**config.mk**
```make
export PLATFORM = sky130hd
export DESIGN_NAME = lag_correlator_accum
export DESIGN_NICKNAME = d
export VERILOG_FILES = /design/src/rtl/corr_pkg.sv /design/src/rtl/corr_lag_cell.sv /design/src/rtl/lag_correlator_accum.sv
export SDC_FILE = /design/constraint.sdc
export NUM_CORES = 2
export LEC_CHECK = 0
export ABC_AREA = 1
export BUFFER_PORTS_ARGS = -buffer_cell sky130_fd_sc_hd__buf_2
export CORE_MARGIN = 2
export CORE_UTILIZATION = 45
export CTS_BUF_LIST = sky130_fd_sc_hd__clkbuf_2 sky130_fd_sc_hd__clkbuf_4 sky130_fd_sc_hd__clkbuf_8
export CTS_CLUSTER_SIZE = 40
export DETAILED_ROUTE_END_ITERATION = 10
export SYNTH_ARGS = -nofsm -noshare
export SYNTH_HDL_FRONTEND = slang
export SYNTH_SLANG_ARGS = --single-unit
```
**constraint.sdc**
```tcl
create_clock -name clk -period 2.2 [get_ports clk]
set_input_delay 0.44 -clock clk [delete_from_list [all_inputs] [get_ports clk]]
set_output_delay 0.44 -clock clk [all_outputs]
set_load 0.01 [all_outputs]
```
**src/rtl/corr_pkg.sv**
```systemverilog
// Shared definitions for the lag correlator.
//   corr_state_e : window FSM states
//   SAT_W        : working width of the saturating adder (ACC_WIDTH <= 62, DATA_WIDTH <= 31)
//   clog2        : ceil(log2(n)), minimum 1, usable in port declarations
//   sat_add      : {saturated, result} of acc + prod clamped to a w-bit signed/unsigned range
package corr_pkg;

  typedef enum logic [1:0] {IDLE, INTEGRATE, DRAIN, DUMP} corr_state_e;

  localparam int SAT_W = 64;

  function automatic int clog2(input int n);
    int r;
    r = 0;
    while ((1 << r) < n) r++;
    return (r < 1) ? 1 : r;
  endfunction

  // acc and prod arrive already sign/zero-extended to SAT_W bits. The sum is
  // formed one bit wider so it cannot wrap before the clamp is applied.
  function automatic logic [SAT_W:0] sat_add(input logic [SAT_W-1:0] acc,
                                             input logic [SAT_W-1:0] prod,
                                             input logic             sgn,
                                             input int               w);
    logic signed [SAT_W:0] sum, hi, lo;
    logic        [SAT_W:0] lim;
    sum = $signed({acc[SAT_W-1], acc}) + $signed({prod[SAT_W-1], prod});
    if (sgn) lim = {{SAT_W{1'b0}}, 1'b1} << (w - 1);
    else     lim = {{SAT_W{1'b0}}, 1'b1} << w;
    hi = $signed(lim - {{SAT_W{1'b0}}, 1'b1});
    if (sgn) lo = $signed(-lim);
    else     lo = '0;
    if (sum > hi)      return {1'b1, hi[SAT_W-1:0]};
    else if (sum < lo) return {1'b1, lo[SAT_W-1:0]};
    else               return {1'b0, sum[SAT_W-1:0]};
  endfunction

endpackage

```
**src/rtl/corr_lag_cell.sv**
```systemverilog
// One lag bin: registered product of its two taps plus a saturating accumulator.
//   clk, reset : clock, synchronous active-high reset
//   a, b       : delay-line taps for this lag
//   en         : the registered product belongs to the window, add it
//   clr        : zero the accumulator and sat flag (wins over en)
//   acc        : running sum
//   sat        : accumulator clamped at least once since the last clear
module corr_lag_cell import corr_pkg::*; #(
  parameter int DATA_WIDTH = 1,
  parameter int ACC_WIDTH  = 32,
  parameter int SIGNED     = 0
) (
  input  logic                  clk,
  input  logic                  reset,
  input  logic [DATA_WIDTH-1:0] a,
  input  logic [DATA_WIDTH-1:0] b,
  input  logic                  en,
  input  logic                  clr,
  output logic [ACC_WIDTH-1:0]  acc,
  output logic                  sat
);
  localparam int   PW  = 2 * DATA_WIDTH;
  localparam logic SGN = (SIGNED != 0);

  logic [PW-1:0]    ea, eb, prod_c, prod_q;
  logic [SAT_W-1:0] ax, px;
  logic [SAT_W:0]   sum;
  logic             unused_mid;

  // Extend to PW first; the low PW bits of the product are then exact for
  // both signed and unsigned operands.
  assign ea     = {{DATA_WIDTH{SGN & a[DATA_WIDTH-1]}}, a};
  assign eb     = {{DATA_WIDTH{SGN & b[DATA_WIDTH-1]}}, b};
  assign prod_c = ea * eb;

  assign ax  = {{(SAT_W-ACC_WIDTH){SGN & acc[ACC_WIDTH-1]}}, acc};
  assign px  = {{(SAT_W-PW){SGN & prod_q[PW-1]}}, prod_q};
  assign sum = sat_add(ax, px, SGN, ACC_WIDTH);

  // Upper bits of the clamped result are pure extension of the lower ones.
  assign unused_mid = ^sum[SAT_W-1:ACC_WIDTH];

  always_ff @(posedge clk) begin
    if (reset) begin
      prod_q <= '0;
      acc    <= '0;
      sat    <= 1'b0;
    end else begin
      prod_q <= prod_c;
      if (clr) begin
        acc <= '0;
        sat <= 1'b0;
      end else if (en) begin
        acc <= sum[ACC_WIDTH-1:0];
        sat <= sat | sum[SAT_W];
      end
    end
  end

endmodule

```
**src/rtl/lag_correlator_accum.sv**
```systemverilog
// Multi-lag cross-correlator. Lag k integrates in1[n-k]*in2[n-(NUM_LAGS-1-k)]
// over a window of int_len valid samples, dumps all lags into a bank and
// streams the bank out one lag per handshake.
//   clk, reset            : clock, synchronous active-high reset
//   in_valid, in1, in2    : sample pair strobe and data
//   start, stop           : begin integrating / close window and go idle after dump
//   int_len, continuous   : window length (0 acts as 1), re-arm after each dump
//   busy                  : window FSM not idle
//   out_valid/ready       : bank readout handshake
//   out_data, out_lag     : accumulated value and its lag index
//   out_last              : current word is the final lag
//   out_sat               : some lag clamped in the window being read out
//   overrun               : sticky, a dump found the bank still occupied
module lag_correlator_accum import corr_pkg::*; #(
  parameter int NUM_LAGS   = 16,
  parameter int DATA_WIDTH = 1,
  parameter int ACC_WIDTH  = 32,
  parameter int SIGNED     = 0,
  parameter int LEN_WIDTH  = 24
) (
  input  logic                       clk,
  input  logic                       reset,
  input  logic                       in_valid,
  input  logic [DATA_WIDTH-1:0]      in1,
  input  logic [DATA_WIDTH-1:0]      in2,
  input  logic                       start,
  input  logic                       stop,
  input  logic [LEN_WIDTH-1:0]       int_len,
  input  logic                       continuous,
  output logic                       busy,
  output logic                       out_valid,
  input  logic                       out_ready,
  output logic [ACC_WIDTH-1:0]       out_data,
  output logic [clog2(NUM_LAGS)-1:0] out_lag,
  output logic                       out_last,
  output logic                       out_sat,
  output logic                       overrun
);
  localparam int LAG_W  = clog2(NUM_LAGS);
  localparam int STAGES = 1;

  corr_state_e state_q, state_d;

  logic [NUM_LAGS-1:0][DATA_WIDTH-1:0] d1, d2;
  logic [NUM_LAGS-1:0][ACC_WIDTH-1:0]  acc, bank_q;
  logic [NUM_LAGS-1:0]                 sat;
  logic [STAGES:0]                     vld_pipe;
  logic                                vld_in, acc_clr;

  logic [LEN_WIDTH-1:0] cnt_q, len_q;
  logic                 cont_q, stop_q, drn_q;

  logic             vld_q, sat_q, ovr_q;
  logic [LAG_W-1:0] idx_q;
  logic             hs, last, bank_free;

  // ---------------- delay lines: shift on valid, taps read post-shift
  always_ff @(posedge clk) begin
    if (reset) begin
      d1 <= '0;
      d2 <= '0;
    end else if (in_valid) begin
      d1 <= {d1[NUM_LAGS-2:0], in1};
      d2 <= {d2[NUM_LAGS-2:0], in2};
    end
  end

  // vld_pipe[0]: taps hold a window sample; vld_pipe[1]: product register does.
  assign vld_in = in_valid && (state_q == INTEGRATE);

  always_ff @(posedge clk) begin
    if (reset) vld_pipe <= '0;
    else       vld_pipe <= {vld_pipe[STAGES-1:0], vld_in};
  end

  assign acc_clr = (state_q == IDLE) || (state_q == DUMP);

  for (genvar k = 0; k < NUM_LAGS; k++) begin : g_lag
    corr_lag_cell #(
      .DATA_WIDTH (DATA_WIDTH),
      .ACC_WIDTH  (ACC_WIDTH),
      .SIGNED     (SIGNED)
    ) u_cell (
      .clk   (clk),
      .reset (reset),
      .a     (d1[k]),
      .b     (d2[NUM_LAGS-1-k]),
      .en    (vld_pipe[STAGES]),
      .clr   (acc_clr),
      .acc   (acc[k]),
      .sat   (sat[k])
    );
  end

  // ---------------- window FSM
  always_comb begin
    state_d = state_q;
    case (state_q)
      IDLE:      if (start) state_d = INTEGRATE;
      INTEGRATE: if (stop || (in_valid && cnt_q == len_q - LEN_WIDTH'(1))) state_d = DRAIN;
      DRAIN:     if (drn_q) state_d = DUMP;
      DUMP:      state_d = (cont_q && !stop_q && !stop) ? INTEGRATE : IDLE;
      default:   state_d = IDLE;
    endcase
  end

  always_ff @(posedge clk) begin
    if (reset) begin
      state_q <= IDLE;
      cnt_q   <= '0;
      len_q   <= LEN_WIDTH'(1);
      cont_q  <= 1'b0;
      stop_q  <= 1'b0;
      drn_q   <= 1'b0;
    end else begin
      state_q <= state_d;
      // Second DRAIN cycle is flagged so the last product has been added
      // before DUMP samples the accumulators.
      drn_q   <= (state_q == DRAIN) ? ~drn_q : 1'b0;
      if (state_q != IDLE && stop) stop_q <= 1'b1;
      if (state_q == INTEGRATE && in_valid) cnt_q <= cnt_q + LEN_WIDTH'(1);
      if (state_q == DUMP) cnt_q <= '0;
      if (state_q == IDLE && start) begin
        len_q  <= (int_len == '0) ? LEN_WIDTH'(1) : int_len;
        cont_q <= continuous;
        stop_q <= 1'b0;
        cnt_q  <= '0;
      end
    end
  end

  assign busy = (state_q != IDLE);

  // ---------------- dump bank and readout
  assign hs        = vld_q && out_ready;
  assign last      = (idx_q == LAG_W'(NUM_LAGS - 1));
  // The bank may be refilled in the same cycle its final word leaves.
  assign bank_free = !vld_q || (hs && last);

  always_ff @(posedge clk) begin
    if (reset) begin
      bank_q <= '0;
      vld_q  <= 1'b0;
      idx_q  <= '0;
      sat_q  <= 1'b0;
      ovr_q  <= 1'b0;
    end else begin
      if (hs) begin
        if (last) begin
          vld_q <= 1'b0;
          sat_q <= 1'b0;
          idx_q <= '0;
        end else begin
          idx_q <= idx_q + LAG_W'(1);
        end
      end
      if (state_q == DUMP) begin
        if (bank_free) begin
          bank_q <= acc;
          vld_q  <= 1'b1;
          idx_q  <= '0;
          sat_q  <= |sat;
        end else begin
          ovr_q  <= 1'b1;
        end
      end
    end
  end

  assign out_valid = vld_q;
  assign out_data  = bank_q[idx_q];
  assign out_lag   = idx_q;
  assign out_last  = last;
  assign out_sat   = sat_q;
  assign overrun   = ovr_q;

endmodule

```
==> flow_metrics.py <==
metrics = {
    "run_status": {
        "status": "finished, violations left",
        "violations": "setup timing",
    },
    "sta": {
        "worst_slew_pin_slew_ns": 0.967,
        "rsz0062_at_grt": "yes",
        "finalHoldViolations": 0,
        "fin_ws_ns": -1.08,
        "layout_min_cycle_time_ns": 3.28,
        "fin_hold_ws_ns": 0.106,
        "fmax_mhz": 305,
        "slew_viol_final": 0,
        "finalSetupViolCount": 676,
        "relSlewSlack_pct": 35.5,
        "clock_skew_ns": 0.0553,
        "fin_crit_sh_pct": 149,
    },
    "finish": {
        "final_cell_mix": "1152 x nor2_1, 1132 x dfxtp_1, 1029 x o21ai_0",
        "synthToLayoutAreaGrowth_pct": 27.7,
        "post_route_cells_drive_above_1_share_pct": 19.1,
        "fill_cells": 11600,
        "nets": 8414,
        "stdcell_count": 10100,
        "layout_commonest_cell": "nor2_1",
        "post-route-util_pct": 57.8,
    },
    "route": {
        "wire_per_inst_um": 20.5,
        "vias": 57000,
        "drt_iter0_markers": 6483,
        "ant_nets": 0,
        "finalWirelength_mm": 208,
        "drtPass1Iterations": 6,
        "via_per_inst": 5.63,
        "drc": 0,
    },
    "logic_synthesis": {
        "synth-edff-count": 0,
        "yosys.area.top_type": "dfxtp_1",
        "synth_fp_nets": 7798,
        "ys.flop_type": "dfxtp_1",
        "syn_inst": 7726,
        "syn-cell-area_sq_um": 56000,
        "synth_top_area_share_pct": 41.1,
        "yosys_register_bits": 1150,
        "yosysSeqAreaShare_pct": 41.1,
        "synthArstFlopShare_pct": 0,
        "syn_area_per_cell_sq_um": 7.25,
        "yosys_warnings": 0,
        "ys_top_cells_by_area": "dfxtp_1 41%, o21ai_0 10%, nor2_1 8.2%",
        "synth.distinct_cells": 56,
    },
    "clock_network": {
        "cts_buffer_depth": 3,
        "worstSkewPairLatency_ns": 0.94,
        "cts.clk_slew.worst_paths_ns": 0.06,
        "cts_max_level": 4,
        "cts_root_buf": "clkbuf_8",
        "cts_tree": "yes",
        "clock-sinks": 1150,
        "cts-buffers-inserted": 198,
    },
    "worst_setup_path": {
        "crit_path_end_kind": "output pin",
        "crit_fanout": 17,
        "crit_chain": "buf_12 > inv_16 > buf_12 > buf_12 > nor2_4 > o22ai_2 > o211ai_1 > nand2_2 > buf_6",
        "path_class": "flip-flop to output pin",
        "critical_path.slowest_cell": "dfxtp_4",
        "crit_path_end": "out_data[19]",
        "cpPeakStageDelay_ns": 0.41,
        "required_ns": 1.76,
        "start_kind": "flip-flop",
        "r2r_slack_ns": -0.42,
        "arrival_ns": 2.84,
        "crit_path_frequent_cell": "buf_12",
        "rr_startpoint": "out_lag[0]",
        "timing.rr.end": "bank_q[127]",
        "rr_worst_depth": 17,
        "startpoint": "out_lag[0]",
    },
    "floorplan": {
        "start_util_pct": 45.3,
        "core_sq_um": 124000,
        "io_pins": 74,
        "dieArea_sq_um": 127000,
        "die-height_um": 357,
        "rows": 129,
        "die_width_um": 357,
    },
    "global_routing": {
        "grt_pass1_wl_mm": 312,
        "grt_pass1_vias": 52600,
        "antenna_found_initial": 7,
        "grt_max_degree": 92,
        "overflow": 0,
        "grt_usage_pct": 31.3,
    },
    "place": {
        "dp.cells": 9658,
        "dp_hpwl_mm": 147,
        "place_congestion": 1.02,
        "io_buffers": 73,
    },
    "power_and_ir_drop": {
        "ir_drop_uv": 681,
        "p_leak_nw": 28.9,
        "pwr_density_cell_nw_per_um2": 863,
    },
    "worst_hold_path": {
        "hp-class": "input pin to flip-flop",
        "holdPathStages": 4,
    },
    "flow_run": {
        "cap_violations": 0,
    },
}
## flip-flops by register name (all words and copies together) (netlist names), 4 cells and up
signal and flops:
d1 16, g_lag.u_cell.sat 16, d2 16, g_lag.u_cell.prod_q 16
len_q 24, cnt_q 24, bank_q 512, out_lag 4
g_lag.u_cell.acc 512
## worst min-delay path by stage
stage	startpoint	endpoint	slack, ns
3_5_place_dp	vld_pipe[0]	vld_pipe[1]	0.38
3_3_place_gp	vld_pipe[0]	vld_pipe[1]	0.39
2_1_floorplan	vld_pipe[0]	vld_pipe[1]	0.39
6_report	in_valid	vld_pipe[0]	0.11
5_1_grt	in_valid	vld_pipe[0]	0.11
4_1_cts	in_valid	vld_pipe[0]	0.03
## timing repair
action	in CTS	in global routing
hold buffers	34	0
setup endpoints to repair	843	1030
pin swaps	95	94
cloned	27	13
buffers inserted	26	38
resized for setup	463	282
endpoints found under the hold margin	33	0
## kinds of logic (layout without fill, tap and decap cells)
family,after synthesis,count (layout),share of synthesized area [%]
buf+inv,1195,1966,8.22
fa+ha+maj,39,39,0.871
compound gates,2109,2109,21.3
xor+xnor,452,452,7.07
simple gates,2781,2782,21.4
flops,1150,1150,41.1
other cells,0,6,0
## report_power, final
group | leakage (nW) | switching (mW) | internal [mW]
Sequential | 9.32 | 2.12 | 23.1
Clock | 2.28 | 9.35 | 11.8
Combinational | 17.3 | 9.43 | 5.89
Total | 28.9 | 20.9 | 40.8
## per-layer routing
metal	track usage [%]	wire length (um)	up-vias
met1	44.5	93600	27100
met3	7.00	19100	376
met4	9.65	6150	0
met2	47.0	88700	2145
met5	0	0	-
li1	-	-	27500
## critical path, delay by kind of cell, from the launching register on
family                 cells  cell delay, ns
buffers and inverters      5            0.70
AOI/OAI and AO/OA          2            0.48
DFF                        1            0.41
and+or+nand+nor            2            0.32
## cells in the mapped netlist, types with 11 or more instances
master / instances
nor2_1: 1228
o21ai_0: 1162
dfxtp_1: 1150
nand2_1: 757
inv_1: 685
clkbuf_1: 411
a21oi_1: 374
xor2_1: 367
nand3_1: 321
a31oi_1: 218
nor3_1: 214
o211ai_1: 140
nand4_1: 117
o221ai_1: 114
xnor2_1: 85
buf_2: 60
nor4_1: 58
ha_1: 39
o22ai_1: 35
buf_1: 18
o21a_1: 18
nor2_4: 13
a221oi_1: 11
a221oi_2: 11
inv_2: 11
## final cells by class
class,instances,area (sq um),area share (%)
multi-input combinational,5382,30200,42.2
sequential,1150,23100,32.2
timing repair buffer,907,9200,12.9
clock buffer,318,3960,5.54
inverter,700,2700,3.77
tap,1637,2050,2.86
clock inverter,38,328,0.458
timing repair inverter,3,31.3,0.0437
antenna,6,15.0,0.0210
## metrics by stage
step	power (mW)	setup TNS (ns)	setup WS [ns]	instance area (sq um)
global route	64.1	-277.56	-1.07	71500
floorplan	31.6	0	0.108	56000
CTS	60.8	-157.85	-1.03	69800
detailed placement	38.0	-143.11	-0.499	62800
global placement	37.9	-138.49	-0.457	62800
finish	61.7	-185.57	-1.08	71500
Power figures use the tool's default switching activity.
